$ cat config.mk
export PLATFORM = sky130hd
export DESIGN_NAME = fx_dot_bias_unit
export DESIGN_NICKNAME = d
export VERILOG_FILES = /design/src/rtl/fx_dot_bias_unit_pkg.sv /design/src/rtl/fx_dot_bias_unit_bias_adder.sv /design/src/rtl/fx_dot_bias_unit.sv
export SDC_FILE = /design/constraint.sdc
export NUM_CORES = 2
export LEC_CHECK = 0
export BUFFER_PORTS_ARGS = -buffer_cell sky130_fd_sc_hd__buf_2
export CAP_MARGIN = 5
export CORE_ASPECT_RATIO = 1.2
export CORE_MARGIN = 4
export CORE_UTILIZATION = 40
export DETAILED_ROUTE_END_ITERATION = 6
export GPL_TIMING_DRIVEN = 0
export SYNTH_ARGS = -nofsm -noshare
export SYNTH_HDL_FRONTEND = slang
export SYNTH_SLANG_ARGS = --single-unit
$ cat constraint.sdc
create_clock -name clk -period 12.9 [get_ports clk]
set_input_delay 2.58 -clock clk [delete_from_list [all_inputs] [get_ports clk]]
set_output_delay 2.58 -clock clk [all_outputs]
set_load 0.005 [all_outputs]
$ cat src/rtl/fx_dot_bias_unit_pkg.sv
// Shared definitions for the Q16.16 dot-product / bias unit.
// Build option: FXDP_SATURATE_EN selects saturating adds (otherwise wrap mod 2^32).
package fx_dot_bias_unit_pkg;

  localparam int FRAC_BITS = 16;
  localparam int WORD      = 32;

  localparam logic [WORD-1:0] SAT_MAX = 32'h7FFF_FFFF;
  localparam logic [WORD-1:0] SAT_MIN = 32'h8000_0000;

  typedef enum logic [1:0] {S_IDLE, S_MAC, S_ADD, S_DONE} top_state_e;
  typedef enum logic       {A_IDLE, A_DONE}               add_state_e;

  // Full 64-bit signed product, arithmetic shift by FRAC_BITS, keep 32 bits.
  // Dropping the low fraction bits of a two's complement value floors it.
  function automatic logic [WORD-1:0] fx_mul(input logic [WORD-1:0] a, input logic [WORD-1:0] b);
    logic signed [2*WORD-1:0] p;
    p = $signed({{WORD{a[WORD-1]}}, a}) * $signed({{WORD{b[WORD-1]}}, b});
    return p[FRAC_BITS+WORD-1:FRAC_BITS];
  endfunction

  // Accumulate / bias add; overflow behaviour is a build-time choice.
  function automatic logic [WORD-1:0] fx_add(input logic [WORD-1:0] a, input logic [WORD-1:0] b);
`ifdef FXDP_SATURATE_EN
    logic [WORD:0] s;
    s = {a[WORD-1], a} + {b[WORD-1], b};
    if (s[WORD] != s[WORD-1]) return s[WORD] ? SAT_MIN : SAT_MAX;
    return s[WORD-1:0];
`else
    return a + b;
`endif
  endfunction

endpackage

$ cat src/rtl/fx_dot_bias_unit_bias_adder.sv
// fx_bias_adder: four-phase handshaked value + bias adder.
// Overflow handling follows FXDP_SATURATE_EN through fx_add.
module fx_bias_adder
  import fx_dot_bias_unit_pkg::*;
(
  input  logic            clk,
  input  logic            rstn,
  input  logic            start,
  output logic            done,
  input  logic [WORD-1:0] value_in,
  input  logic [WORD-1:0] bias,
  output logic [WORD-1:0] value_out
);

  add_state_e      state_q;
  logic            done_q;
  logic [WORD-1:0] value_q;

  // Compute once per request, hold done until the requester lets go of start.
  always_ff @(posedge clk or negedge rstn) begin
    if (!rstn) begin
      state_q <= A_IDLE;
      done_q  <= 1'b0;
      value_q <= '0;
    end else begin
      case (state_q)
        A_IDLE: if (start) begin
          value_q <= fx_add(value_in, bias);
          done_q  <= 1'b1;
          state_q <= A_DONE;
        end
        A_DONE: if (!start) begin
          done_q  <= 1'b0;
          state_q <= A_IDLE;
        end
        default: state_q <= A_IDLE;
      endcase
    end
  end

  assign done      = done_q;
  assign value_out = value_q;

endmodule

$ cat src/rtl/fx_dot_bias_unit.sv
// fx_dot_bias_unit: sequential Q16.16 dot product (one MAC per cycle) plus bias.
// Build option: FXDP_SATURATE_EN makes accumulation and bias add saturating.
module fx_dot_bias_unit
  import fx_dot_bias_unit_pkg::*;
#(
  parameter int MAX_VECTOR_SIZE = 3
) (
  input  logic                            clk,
  input  logic                            rstn,
  input  logic                            start,
  output logic                            done,
  input  logic [3:0]                      vector_length,
  input  logic [WORD*MAX_VECTOR_SIZE-1:0] vector_a_flat,
  input  logic [WORD*MAX_VECTOR_SIZE-1:0] vector_b_flat,
  input  logic [WORD-1:0]                 bias,
  output logic [WORD-1:0]                 result
);

  localparam logic [3:0] MAXL = 4'(MAX_VECTOR_SIZE);

  // 16-entry views so a 4-bit index always lands in range; unused slots read 0.
  logic [15:0][WORD-1:0] a_v, b_v;

  for (genvar i = 0; i < 16; i++) begin : g_unpack
    if (i < MAX_VECTOR_SIZE) begin : g_on
      assign a_v[i] = vector_a_flat[i*WORD +: WORD];
      assign b_v[i] = vector_b_flat[i*WORD +: WORD];
    end else begin : g_off
      assign a_v[i] = '0;
      assign b_v[i] = '0;
    end
  end

  top_state_e      state_q;
  logic [3:0]      len_q, idx_q;
  logic [WORD-1:0] acc_q, result_q;
  logic            add_start_q, done_q;
  logic            add_done;
  logic [WORD-1:0] add_val;
  logic [3:0]      len_clamped;

  assign len_clamped = (vector_length > MAXL) ? MAXL : vector_length;

  fx_bias_adder u_bias_adder (
    .clk       (clk),
    .rstn      (rstn),
    .start     (add_start_q),
    .done      (add_done),
    .value_in  (acc_q),
    .bias      (bias),
    .value_out (add_val)
  );

  // Job sequencer: latch length, one MAC per edge, hand off to the bias adder, hold done.
  always_ff @(posedge clk or negedge rstn) begin
    if (!rstn) begin
      state_q     <= S_IDLE;
      len_q       <= '0;
      idx_q       <= '0;
      acc_q       <= '0;
      add_start_q <= 1'b0;
      done_q      <= 1'b0;
      result_q    <= '0;
    end else begin
      case (state_q)
        S_IDLE: if (start) begin
          len_q   <= len_clamped;
          acc_q   <= '0;
          idx_q   <= '0;
          state_q <= S_MAC;
        end
        S_MAC: if (idx_q < len_q) begin
          acc_q <= fx_add(acc_q, fx_mul(a_v[idx_q], b_v[idx_q]));
          idx_q <= idx_q + 4'd1;
        end else begin
          add_start_q <= 1'b1;
          state_q     <= S_ADD;
        end
        S_ADD: if (add_done) begin
          result_q    <= add_val;
          done_q      <= 1'b1;
          add_start_q <= 1'b0;
          state_q     <= S_DONE;
        end
        S_DONE: if (!start) begin
          done_q  <= 1'b0;
          state_q <= S_IDLE;
        end
        default: state_q <= S_IDLE;
      endcase
    end
  end

  assign done   = done_q;
  assign result = result_q;

endmodule

==> run metrics <==
R2R setup slack=0.43 ns; PortBufs=263; ys async rst share=100%; Remaining DRCs=1; pin count of the biggest net entering global routing=89; layout cells sized above 1=13.0%; required time of the worst setup path=13.13 ns; slowest stage cell on the critical path=nor2_1; final cell count without fillers=5686; Nets=5753; actual slew at the worst max-slew pin=1.29 ns; Hold Vio Cnt, Final=0; hold_buf cts=0; critical path peak fanout=10; max frequency=0.0797 GHz; Final Skew=0.00945 ns; worst rel slew slack=14.0%; GR Util All Layers=31.1%; Overflow after GRT=0; RePlAce Congestion=1.07; Netlist cell types=83; Die W=285 um; status=finished with violations; 1st-iter DRT viols=2585; Core ar.=91000 um^2; worst skew pair latency=0.36 ns; vias after detailed routing=31200; routed len/inst=26.6 um; max incr delay on CP=1.01 ns; Clock Pin Slew Worst Setup and Hold Paths=0.07 ns; syn_area_per_cell=8.83 um^2; die area=96900 um^2; antenna viol nets, final=0; initial antenna violation count=4; CP Class=input pin to register; flops & latches, synth=110; DP Cell Count=5674; H-tree levels=3; Synth Flop Type=dfrtp_1; DR vias/cell=5.48; Initial Utilization=40.4%; max cap viols=0; most frequent cells in the layout=840 x fa_1, 825 x inv_1, 646 x nor2_1, 518 x nand2_1, 276 x buf_2; vias in the first global route=32400; number of buffers created by CTS=9; die height=340 um; first-pass GRT wire length=217000 um; max-slew violation total from the final report=0; Mapped Nets=5474; HP Class=register to register; critical path data arrival time=12.79 ns; most used cell, CP=fa_1; most common cell after layout, fill and taps aside=fa_1; Max Root-Sink Buffers=2; final setup violation count=0; Placed Area=39900 um^2; mapped cell area=36800 um^2; Post-DP HPWL=129000 um; CTS root buf=clkbuf_16; EDFF count, synth=0; Final Cycle Share=97.3%; startpoint types=input pin; final instance area=40900 um^2; CTS Sinks=110; CTS tree=done; sequential area share after synthesis=7.48%; violated checks=DRC; synthesis warning total=0; CP Capture Type=register; Row Count=121; Total Routed Length=151000 um; Area Overhead vs Synth=11.2%; drt pass-1 iters=7; minimum clock period=12.55 ns; Syn Inst Count=4168; top-level port count=264
==> final cells by class <==
| type | count | area [um^2] |
|---|---|---|
| multi-input combinational | 3081 | 31000 |
| antenna | 5 | 12.5 |
| tap | 1230 | 1540 |
| clock buffer | 9 | 225 |
| timing repair buffer | 287 | 1580 |
| buffer | 131 | 693 |
| clock inverter | 6 | 47.5 |
| sequential | 110 | 2750 |
| inverter | 827 | 3100 |
| fill | 9201 | 50100 |
==> registers in the layout, indices dropped and copies added (netlist names) <==
register	flops
add_start_q	1
done	1
len_q	4
acc_q	32
u_bias_adder.done	1
state_q	2
u_bias_adder.value_out	32
u_bias_adder.state_q	1
result	32
idx_q	4
==> kinds of logic (layout without fill, tap and decap cells) <==
group           count (synthesis)  count (layout)  share of synthesized area (%)
mux                           123             123                           3.58
simple gates                 1322            1322                           14.4
other cells                     0               5                              0
buf+inv                       977            1260                           10.1
xor+xnor                      119             119                           2.87
flops                         110             110                           7.48
compound gates                442             442                           7.92
fa+ha+maj                    1075            1075                           53.7
==> layer usage <==
layer	vias to the layer above	GRT usage [%]	routed length (um)
met3	473	5.85	12600
li1	13200	-	-
met1	16100	38.1	55400
met2	1433	49.9	69500
met5	-	0	0
met4	0	21.0	13700
==> what timing repair did <==
item / CTS / global route
gates resized for setup: 145 / 125
pin swaps: 0 / 3
endpoints found under the setup margin: 25 / 17
setup buffers: 2 / 9
==> cells in the mapped netlist (8+ instances only) <==
master,n,area [um^2]
and3_1,8,50.1
nor2_1,658,2470
buf_1,16,60.1
nand2_1,533,2000
nor3_1,16,80.1
inv_1,825,3100
ha_1,235,2940
fa_1,840,16800
nand2b_1,11,68.8
o21a_1,17,128
dfrtp_1,110,2750
o31ai_1,11,82.6
nand4_1,10,62.6
clkbuf_1,122,458
o21bai_1,10,75.1
nand3_1,23,115
a21oi_1,131,656
a211oi_1,11,82.6
xor2_1,34,298
mux2i_1,66,661
or2_2,8,50.1
nor2b_1,17,106
and2_1,13,81.3
mux2_2,55,619
xnor2_1,84,736
a21o_1,105,788
o2bb2ai_1,9,78.8
o21ai_0,73,365
a31oi_1,16,100
==> path summary, 6_finish.rpt <==
kind	from	to	cells past startpoint
setup reg to reg	idx_q[3]$_DFFE_PN0P_	acc_q[31]$_DFFE_PN0P_	40
min in group asynchronous	rstn	acc_q[27]$_DFFE_PN0P_	1
hold / removal	add_start_q$_DFFE_PN0P_	u_bias_adder.state_q$_DFF_PN0_	0
setup / recovery	vector_a_flat[22]	acc_q[31]$_DFFE_PN0P_	36
max in group asynchronous	rstn	result[4]$_DFFE_PN0P_	2
hold reg to reg	add_start_q$_DFFE_PN0P_	u_bias_adder.state_q$_DFF_PN0_	0
==> worst max-delay path: cells and delay by family <==
kind                       cells  cell delay (ns)
and+or+nand+nor               10             2.82
AOI/OAI and AO/OA              8             1.29
adders and majority gates     10             4.88
xor gates and xnor gates       2             0.58
muxes                          1             0.06
buffers and inverters          5             0.56
==> metrics by stage <==
stage	hold slack, ns	setup WS (ns)	utilization (%)	TNS [ns]
after CTS	0.464	0.00395	44.6	0
after floorplan	0.400	0.990	-	0
after detailed placement	0.440	-1.92	43.8	-25.47
after global placement	0.433	-2.29	43.6	-38.33
after global routing	0.484	-0.0395	45.0	-0.0395
final	0.455	0.347	45.0	0
Power is left out: the tool's default activity adds up to more than one toggle a clock period on the data nets, which glitch-free logic cannot reach.
